### src/rtl/tag_alloc_arbiter_if.sv
// Request, grant and free bundle between the requesters and tag_alloc_arbiter.
interface tag_alloc_arbiter_if #(
  parameter int NumTags = 8,
  parameter int NumReq  = 4
);
  localparam int TagWidth = $clog2(NumTags);
  localparam int ReqWidth = $clog2(NumReq);

  logic [NumReq-1:0]   req_valid_i;
  logic [NumReq-1:0]   req_ready_o;
  logic [TagWidth-1:0] gnt_tag_o;
  logic [ReqWidth-1:0] gnt_req_o;
  logic                free_i;
  logic [TagWidth-1:0] free_tag_i;

  modport master (
    output req_valid_i, free_i, free_tag_i,
    input  req_ready_o, gnt_tag_o, gnt_req_o
  );

  modport slave (
    input  req_valid_i, free_i, free_tag_i,
    output req_ready_o, gnt_tag_o, gnt_req_o
  );
endinterface

### src/rtl/tag_alloc_arbiter.sv
// Round-robin tag allocator sharing one tag pool among NumReq requesters, with drain-on-flush.
// Optional feature: define TAG_ALLOC_FREE_CHECK_EN to drop and flag frees of tags not in use.
module tag_alloc_arbiter #(
  parameter int NumTags        = 8,
  parameter int NumReq         = 4,
  parameter int MaxOutstanding = 4,
  parameter int TagWidth       = $clog2(NumTags),
  parameter int ReqWidth       = $clog2(NumReq),
  parameter int CntWidth       = $clog2(MaxOutstanding + 1)
) (
  input  logic                       clk_i,
  input  logic                       rst_i,
  tag_alloc_arbiter_if.slave         bus,
  output logic [NumReq*CntWidth-1:0] outstanding_o,
  input  logic                       flush_i,
  output logic                       flush_busy_o,
  output logic                       flush_done_o,
  output logic                       err_o
);

  typedef enum logic [0:0] {
    ST_RUN   = 1'b0,
    ST_DRAIN = 1'b1
  } state_e;

  state_e              state_r, state_s;
  logic [NumTags-1:0]  used_r, used_s;
  logic [ReqWidth-1:0] owner_r [NumTags];
  logic [ReqWidth-1:0] owner_s [NumTags];
  logic [CntWidth-1:0] cnt_r   [NumReq];
  logic [CntWidth-1:0] cnt_s   [NumReq];
  logic [ReqWidth-1:0] rr_r, rr_s;

  logic [NumReq-1:0]   elig_s;
  logic                grant_s;
  logic [ReqWidth-1:0] winner_s;
  logic [TagWidth-1:0] alloc_tag_s;
  logic                pool_full_s;
  logic                drained_s;
  logic                free_in_range_s;
  logic                free_apply_s;
  logic [ReqWidth-1:0] free_owner_s;

  // Requester index reached by stepping ofs places past base, wrapping at NumReq.
  function automatic logic [ReqWidth-1:0] rr_index(input logic [ReqWidth-1:0] base, input int ofs);
    int sum;
    sum = int'(base) + ofs;
    if (sum >= NumReq) begin
      sum = sum - NumReq;
    end else begin
      sum = sum;
    end
    return ReqWidth'(sum);
  endfunction

  assign pool_full_s     = &used_r;
  assign drained_s       = ~|used_r;
  assign free_in_range_s = int'(bus.free_tag_i) < NumTags;
  assign free_owner_s    = owner_r[bus.free_tag_i];

`ifdef TAG_ALLOC_FREE_CHECK_EN
  logic err_r;
  logic err_s;

  // A free of a tag nobody holds is discarded and reported.
  assign free_apply_s = bus.free_i && free_in_range_s && used_r[bus.free_tag_i];
  assign err_s        = bus.free_i && !free_apply_s;

  // Error flag register, pulses the cycle after the offending free.
  always_ff @(posedge clk_i) begin
    if (rst_i) begin
      err_r <= 1'b0;
    end else begin
      err_r <= err_s;
    end
  end

  assign err_o = !rst_i && err_r;
`else
  assign free_apply_s = bus.free_i && free_in_range_s;
  assign err_o        = 1'b0;
`endif

  // Per-requester eligibility; reset and DRAIN suppress every grant.
  always_comb begin
    elig_s = '0;
    for (int i = 0; i < NumReq; i++) begin
      elig_s[i] = bus.req_valid_i[i] && (cnt_r[i] < CntWidth'(MaxOutstanding)) &&
                  (state_r == ST_RUN) && !pool_full_s && !rst_i;
    end
  end

  // Round-robin winner: first eligible index at or after rr_r.
  always_comb begin
    grant_s  = 1'b0;
    winner_s = '0;
    for (int k = 0; k < NumReq; k++) begin
      winner_s = (!grant_s && elig_s[rr_index(rr_r, k)]) ? rr_index(rr_r, k) : winner_s;
      grant_s  = grant_s || elig_s[rr_index(rr_r, k)];
    end
  end

  // Lowest-index free tag, from registered occupancy only.
  always_comb begin
    alloc_tag_s = '0;
    for (int t = NumTags - 1; t >= 0; t--) begin
      alloc_tag_s = used_r[t] ? alloc_tag_s : TagWidth'(t);
    end
  end

  // Occupancy and ownership next state; a same-cycle grant and free touch different tags.
  always_comb begin
    used_s = used_r;
    for (int t = 0; t < NumTags; t++) begin
      if (grant_s && (alloc_tag_s == TagWidth'(t))) begin
        used_s[t]  = 1'b1;
        owner_s[t] = winner_s;
      end else if (free_apply_s && (bus.free_tag_i == TagWidth'(t))) begin
        used_s[t]  = 1'b0;
        owner_s[t] = owner_r[t];
      end else begin
        used_s[t]  = used_r[t];
        owner_s[t] = owner_r[t];
      end
    end
  end

  // Outstanding counts; a grant and free for the same requester cancel out.
  always_comb begin
    for (int i = 0; i < NumReq; i++) begin
      cnt_s[i] = cnt_r[i];
      case ({grant_s && (winner_s == ReqWidth'(i)), free_apply_s && (free_owner_s == ReqWidth'(i))})
        2'b10:   cnt_s[i] = cnt_r[i] + CntWidth'(1);
        2'b01:   cnt_s[i] = (cnt_r[i] == '0) ? '0 : cnt_r[i] - CntWidth'(1);
        default: cnt_s[i] = cnt_r[i];
      endcase
    end
  end

  // Round-robin pointer and flush FSM next state.
  always_comb begin
    rr_s    = rr_r;
    state_s = state_r;
    if (grant_s) begin
      rr_s = (winner_s == ReqWidth'(NumReq - 1)) ? '0 : winner_s + ReqWidth'(1);
    end else begin
      rr_s = rr_r;
    end
    case (state_r)
      ST_RUN:   state_s = flush_i ? ST_DRAIN : ST_RUN;
      ST_DRAIN: state_s = drained_s ? ST_RUN : ST_DRAIN;
      default:  state_s = ST_RUN;
    endcase
  end

  // State registers with synchronous reset.
  always_ff @(posedge clk_i) begin
    if (rst_i) begin
      state_r <= ST_RUN;
      used_r  <= '0;
      rr_r    <= '0;
      for (int t = 0; t < NumTags; t++) begin
        owner_r[t] <= '0;
      end
      for (int i = 0; i < NumReq; i++) begin
        cnt_r[i] <= '0;
      end
    end else begin
      state_r <= state_s;
      used_r  <= used_s;
      rr_r    <= rr_s;
      for (int t = 0; t < NumTags; t++) begin
        owner_r[t] <= owner_s[t];
      end
      for (int i = 0; i < NumReq; i++) begin
        cnt_r[i] <= cnt_s[i];
      end
    end
  end

  // Output drive; everything reads zero while reset is asserted.
  always_comb begin
    bus.req_ready_o = '0;
    outstanding_o   = '0;
    for (int i = 0; i < NumReq; i++) begin
      bus.req_ready_o[i] = grant_s && (winner_s == ReqWidth'(i));
      outstanding_o[i*CntWidth +: CntWidth] = rst_i ? '0 : cnt_r[i];
    end
    bus.gnt_tag_o = grant_s ? alloc_tag_s : '0;
    bus.gnt_req_o = grant_s ? winner_s : '0;
    flush_busy_o  = !rst_i && (state_r == ST_DRAIN);
    flush_done_o  = !rst_i && (state_r == ST_DRAIN) && drained_s;
  end

endmodule
### src/flat_wrapper.sv
// flat-port wrapper written by rule: the top's interface ports become plain ports
module tag_alloc_arbiter_flat 
#(
  parameter int NumTags        = 8,
  parameter int NumReq         = 4,
  parameter int MaxOutstanding = 4,
  parameter int TagWidth       = $clog2(NumTags),
  parameter int ReqWidth       = $clog2(NumReq),
  parameter int CntWidth       = $clog2(MaxOutstanding + 1)
)
  (clk_i, rst_i, outstanding_o, flush_i, flush_busy_o, flush_done_o, err_o, bus_req_valid_i, bus_free_i, bus_free_tag_i, bus_req_ready_o, bus_gnt_tag_o, bus_gnt_req_o);
  tag_alloc_arbiter_if #(.NumTags(NumTags), .NumReq(NumReq)) bus_i ();
  input  logic clk_i;
  input  logic rst_i;
  output logic [NumReq*CntWidth-1:0] outstanding_o;
  input  logic flush_i;
  output logic flush_busy_o;
  output logic flush_done_o;
  output logic err_o;
  input wire logic [$bits(bus_i.req_valid_i)-1:0] bus_req_valid_i;
  input wire logic [$bits(bus_i.free_i)-1:0] bus_free_i;
  input wire logic [$bits(bus_i.free_tag_i)-1:0] bus_free_tag_i;
  output wire logic [$bits(bus_i.req_ready_o)-1:0] bus_req_ready_o;
  output wire logic [$bits(bus_i.gnt_tag_o)-1:0] bus_gnt_tag_o;
  output wire logic [$bits(bus_i.gnt_req_o)-1:0] bus_gnt_req_o;
  assign bus_i.req_valid_i = bus_req_valid_i;
  assign bus_i.free_i = bus_free_i;
  assign bus_i.free_tag_i = bus_free_tag_i;
  assign bus_req_ready_o = bus_i.req_ready_o;
  assign bus_gnt_tag_o = bus_i.gnt_tag_o;
  assign bus_gnt_req_o = bus_i.gnt_req_o;
  tag_alloc_arbiter #(.NumTags(NumTags), .NumReq(NumReq), .MaxOutstanding(MaxOutstanding), .TagWidth(TagWidth), .ReqWidth(ReqWidth), .CntWidth(CntWidth)) u_core (.clk_i(clk_i), .rst_i(rst_i), .bus(bus_i), .outstanding_o(outstanding_o), .flush_i(flush_i), .flush_busy_o(flush_busy_o), .flush_done_o(flush_done_o), .err_o(err_o));
endmodule
### config.mk
export PLATFORM = sky130hd
export DESIGN_NAME = tag_alloc_arbiter_flat
export DESIGN_NICKNAME = d
export VERILOG_FILES = /design/src/rtl/tag_alloc_arbiter_if.sv /design/src/rtl/tag_alloc_arbiter.sv /design/src/flat_wrapper.sv
export SDC_FILE = /design/constraint.sdc
export NUM_CORES = 1
export LEC_CHECK = 0
export CAP_MARGIN = 30
export CELL_PAD_IN_SITES_DETAIL_PLACEMENT = 1
export CELL_PAD_IN_SITES_GLOBAL_PLACEMENT = 1
export CORE_MARGIN = 2
export CORE_UTILIZATION = 30
export CTS_CLUSTER_SIZE = 10
export DETAILED_ROUTE_END_ITERATION = 10
export PLACE_DENSITY_LB_ADDON = 0.3
export SLEW_MARGIN = 20
export SYNTH_ARGS = -nofsm -noshare
export SYNTH_HDL_FRONTEND = slang
export SYNTH_SLANG_ARGS = --single-unit
### constraint.sdc
create_clock -name clk_i -period 2.32 [get_ports clk_i]
set_input_delay 0.348 -clock clk_i [delete_from_list [all_inputs] [get_ports clk_i]]
set_output_delay 0.348 -clock clk_i [all_outputs]
set_load 0.02 [all_outputs]
* Word level (Yosys, flattened, before mapping)
Memory sizes are Yosys's and may differ from the RTL's. Cells that the tools add are included.
Word-level totals: register bits after elaboration 11, bits in writable memories 28, bits of input ports 11, output and inout port bits 24, logic and storage cells 250, memories 2
Memory list:
- u_core.owner_r | words 8, width 2, read ports 1, clocked after Yosys merged registers in 0, wr ports 8, line tag_alloc_arbiter.sv:28 | logic [ReqWidth-1:0] owner_r [NumTags];
- u_core.cnt_r | words 4, width 3, read ports 4, clocked after Yosys merged registers in 0, wr ports 4, line tag_alloc_arbiter.sv:30 | logic [CntWidth-1:0] cnt_r [NumReq];
Operators by class: add/sub/neg operators 16, $lt $le $gt $ge 12, equality and inequality tests 36, multiplexer cells 81, bitwise logic cells 13, reductions and logical operators 80
Operators with widths (number):
- $mux 3 | 21
- $mux 2 | 26
- $logic_and 1x1->1 | 45
- $mux 1 | 25
- $eq 3x3->1 const B | 8
- $pmux 3 s2 | 4
- $logic_not 3->1 | 6
- $eq 2x2->1 const B | 8
- $reduce_and 2->1 | 8
- $reduce_bool 2->1 | 8
- $add 3x1->3 const B | 4
- $eq 2x1->1 const B | 6
- $eq 3x2->1 const B | 4
- $lt 2x3->1 const B | 4
- $lt 3x3->1 const B | 4
- $or 1x1->1 | 12
- $sub 3x1->3 const B | 4
- $ge 3x3->1 const B | 3
- $bmux 1 s2 | 4
- $ne 1x1->1 const B | 8
- $reduce_and 8->1 | 1
- $reduce_or 8->1 | 1
- $sub 2x1->2 const B | 4
- $add 2x2->3 const B | 2
- other kinds (9) | 18

* Logic depth before layout (Yosys ltp)
An unclocked memory read counts as a cell.
depth after elaboration 18, depth in mapped cells 13, depth with buffers taken out 11

* Least setup slack after synthesis
OpenSTA, ideal clock, no wires.
path type reg-to-reg, from memory u_core.cnt_r[3][2] in the netlist's numbering, to memory u_core.cnt_r[0][2] in the netlist's numbering, setup time 0.115 ns, arrival 2.198 ns, data required time 2.205 ns, slack 0.007 ns, cell stages (with the launch flop) 12, path buffers 1, clock period less this slack 2.313 ns, path through dfxtp_1 -> nand2b_4 -> a22o_1 -> a22o_1 -> buf_2 -> or2_1 -> ha_1 -> nand2_1 -> ha_1 -> o21ai_0 -> o21ai_0 -> and2_1
RTL lines (line):
- from (decl) | tag_alloc_arbiter.sv:30

==> flow_metrics.py <==
metrics = {
    "timing": {
        "finalCriticalPeriod_ps": 2283,
        "timing.final.max_slew_violations": 0,
        "hold_viol_final": 0,
        "setup_violations": 0,
        "timing.final.crit_share_pct": 98.40,
        "rsz0062_at_grt": "true",
        "fmax_ghz": 0.4380,
        "skew_ps": 4.398,
        "fin_setup_tns_ps": 0,
    },
    "setup_path": {
        "path_max_fanout": 3,
        "reg2reg_to": "u_core.cnt_r[1][2]",
        "crit_path_frequent_cell": "a22o_1",
        "regToRegSetupSlack_ps": 140,
        "critPathArrivalTime_ps": 1930,
        "cp-end-kind": "primary output",
        "slowest_delay_ps": 330,
        "r2r_start": "u_core.cnt_r[3][2]",
        "start_kind": "register",
        "path_cells": "nand2b_4 -> a22o_1 -> a22o_1 -> or2_1 -> ha_2 -> and2_4 -> buf_6",
        "reg2reg_depth": 10,
        "crit_slowest_cell": "dfxtp_2",
        "path_class": "register to primary output",
        "worstPathRequired_ps": 1970,
    },
    "place": {
        "hpwl_um": 5872,
        "placed_area_um2": 3397,
        "port-buffer-count": 33,
        "gp_congestion": 0.7802,
        "placed_cells": 476,
    },
    "cells_and_area": {
        "finalNetCount": 414,
        "syn2layout_area_growth_pct": 39.76,
        "antenna_cells": 0,
        "fin_area_um2": 3637,
        "final_util_pct": 43.83,
        "drive_gt1_share_pct": 30.53,
        "stdcell_count": 485,
    },
    "yosys": {
        "synth_compound_area_share_pct": 15.67,
        "synth_area_um2": 2602,
        "synth_top_family_by_area": "simple AND/OR/NAND/NOR gates",
        "synth.net_count": 333,
        "yosysTopAreaCellShare_pct": 18.46,
        "synth_area_leaders": "edfxtp_1 18%, dfxtp_1 18%, ha_1 12%",
        "ys.warnings.count": 0,
        "synth_fa_ha_area_share_pct": 11.92,
        "synthMuxAreaShare_pct": 6.635,
        "synth-edff-count": 16,
        "yosysUniqueCellTypes": 47,
        "ys_seq_area_share_pct": 36.15,
        "syn_inst": 298,
        "synth-main-ff-cell": "dfxtp_1",
        "async_flop_share_pct": 0,
        "synth_simple_gate_area_share_pct": 24.23,
        "synthXorXnorAreaFrac_pct": 0,
        "ys_seq_elements": 39,
        "synth_top_cell_by_area": "edfxtp_1",
        "synth_area_per_cell_um2": 8.733,
    },
    "detailed_routing": {
        "remaining_drc_errors": 0,
        "drtAntennaViolNets": 0,
        "via_per_inst": 5.047,
        "postRouteWirelength_um": 7647,
        "drtIter0Drc": 83,
        "wl_per_cell_um": 15.77,
        "drt-pass1-iter-count": 4,
        "num_vias": 2448,
    },
    "clock_network": {
        "cts_buffers": 5,
        "cts_tree": "done",
        "worstSkewPairLatency_ps": 290,
        "cts.path.max_buffers": 2,
        "h-tree-depth": 2,
        "clockRootBuffer": "clkbuf_8",
        "cts_num_sinks": 39,
        "path_clk_slew_ps": 90,
    },
    "global_routing": {
        "grt_pass1_vias": 2631,
        "grt_max_degree": 32,
        "track_usage_pct": 16.38,
        "grt_pass1_wl_um": 12630,
        "grt-ovfl-total": 0,
        "antenna_found_initial": 0,
    },
    "pwr": {
        "p_per_area_nw_per_um2": 486.7,
        "p_leak_nw": 1.506,
        "power_mw": 1.770,
        "internal_power_mw": 1.202,
        "p_seq_share_pct": 43.9,
        "p_sw_share_pct": 32.10,
        "power_frac_comb_pct": 28.9,
        "power_frac_clock_pct": 27.2,
        "power.switching_uw": 568.2,
        "ir_drop_uv": 315.4,
    },
    "worst_hold_path": {
        "hold_depth": 2,
        "hold_path_startpoint": "u_core.cnt_r[0][1]",
        "hp-class": "register to register",
        "min_to": "u_core.cnt_r[0][1]",
    },
    "status": {
        "status": "finished clean",
    },
    "floorplan": {
        "rows": 33,
        "core_area_um2": 8299,
        "initial_core_util_pct": 31.36,
        "fp.dieH_um": 97.14,
        "ios": 35,
        "fp.dieW_um": 97.14,
        "die-area_um2": 9436,
    },
    "job": {
        "drv_cap": 0,
    },
}
cells by family after synthesis:
kind of cell               after synthesis
and+or+nand+nor                        124
AOI/OAI and AO/OA                       64
DFF                                     39
buffers and inverters                   33
adders and majority gates               25
muxes                                   12
other                                    1
worst max path at each step:
stage / from / to / depth (start not counted)
after floorplan: u_core.cnt_r[3][2] / u_core.cnt_r[0][2] / 11
after global placement: bus_req_valid_i[3] / bus_req_ready_o[0] / 8
after detailed placement: bus_req_valid_i[3] / bus_req_ready_o[0] / 8
after CTS: u_core.cnt_r[3][2] / bus_req_ready_o[0] / 7
after global routing: u_core.cnt_r[3][2] / bus_req_ready_o[0] / 7
final: u_core.cnt_r[3][2] / bus_req_ready_o[0] / 7
sequential cells by signal (all words and copies together), names as in the netlist:
signal and flops:
u_core.owner_r 16, u_core.state_r 1, u_core.rr_r 2, u_core.used_r 8
u_core.cnt_r 12
layout make-up:
class                           count  area (µm²)
Clock inverter                      3       20.02
Fill cell                         967        4662
Multi-Input combinational cell    226        1678
Sequential cell                    39       944.7
Tap cell                          105       131.4
Clock buffer                        5       68.82
Timing Repair Buffer               86       715.7
Inverter                           21       78.83
worst max-delay path, delay by kind of cell (launching register included):
family,cells,cell delay (ps)
flops,1,330
compound gates,2,470
fa+ha+maj,1,190
simple gates,3,520
buf+inv,1,120
synthesized netlist by cell type (all sizes together), types with 5 or more instances:
library cell and count:
nor2 43, a21oi 24, ha 24, dfxtp 23
nand2 23, inv 21, o21ai 19, edfxtp 16
nor3 10, a211oi 9, and2 8, nand2b 8
buf 6, clkbuf 6, mux2i 6, nor2b 5
nor4 5, or2 5
stage by stage:
stage                     setup slack (ps)  hold slack [ps]
after floorplan                      7.182            480.7
after global placement              -604.3            506.7
after detailed placement            -696.4            518.0
after CTS                           -62.07            540.8
after global routing                -42.78            579.9
final                                37.09            538.4
repair_timing:
action,in CTS,in global routing
resized for setup,47,35
hold buffers,0,0
buffers inserted,0,1
pin swaps,3,8
endpoints found under the setup margin,23,17
metal layers:
layer / wire length, µm / track usage (%) / vias to the layer above
met2: 3734 / 28.95 / 33
li1: - / - / 1210
met4: 134 / 3.792 / 0
met1: 3611 / 21.21 / 1194
met3: 166 / 2.158 / 11
met5: 0 / 0 / -
layout by cell type, fill, tap and decap left out, drive strengths merged, types with 2 or more instances in the layout:
cell,n
a21oi,24
nand2,23
inv,21
mux2,2
ha,24
clkdlybuf4s15,3
clkbuf,5
nand3,3
o31ai,2
buf,57
or2,5
nand4,4
edfxtp,16
nor3b,4
mux4,4
o21ai,19
nand2b,8
nor4,5
and3,2
dlygate4sd2,9
clkinvlp,2
nor3,10
nor2b,5
dfxtp,23
a211oi,9
o221a,2
clkdlybuf4s50,17
and2,8
mux2i,6
a22o,3
nor2,43
power by group through the flow:
stage	registers, mW	clock network [mW]	logic (mW)
5_1_grt	0.784	0.514	0.566
3_3_place_gp	0.790	0	0.447
2_1_floorplan	0.783	0	0.272
4_1_cts	0.776	0.487	0.472
6_report	0.777	0.481	0.512
3_5_place_dp	0.791	0	0.464
(Power assumes the default switching activity.)
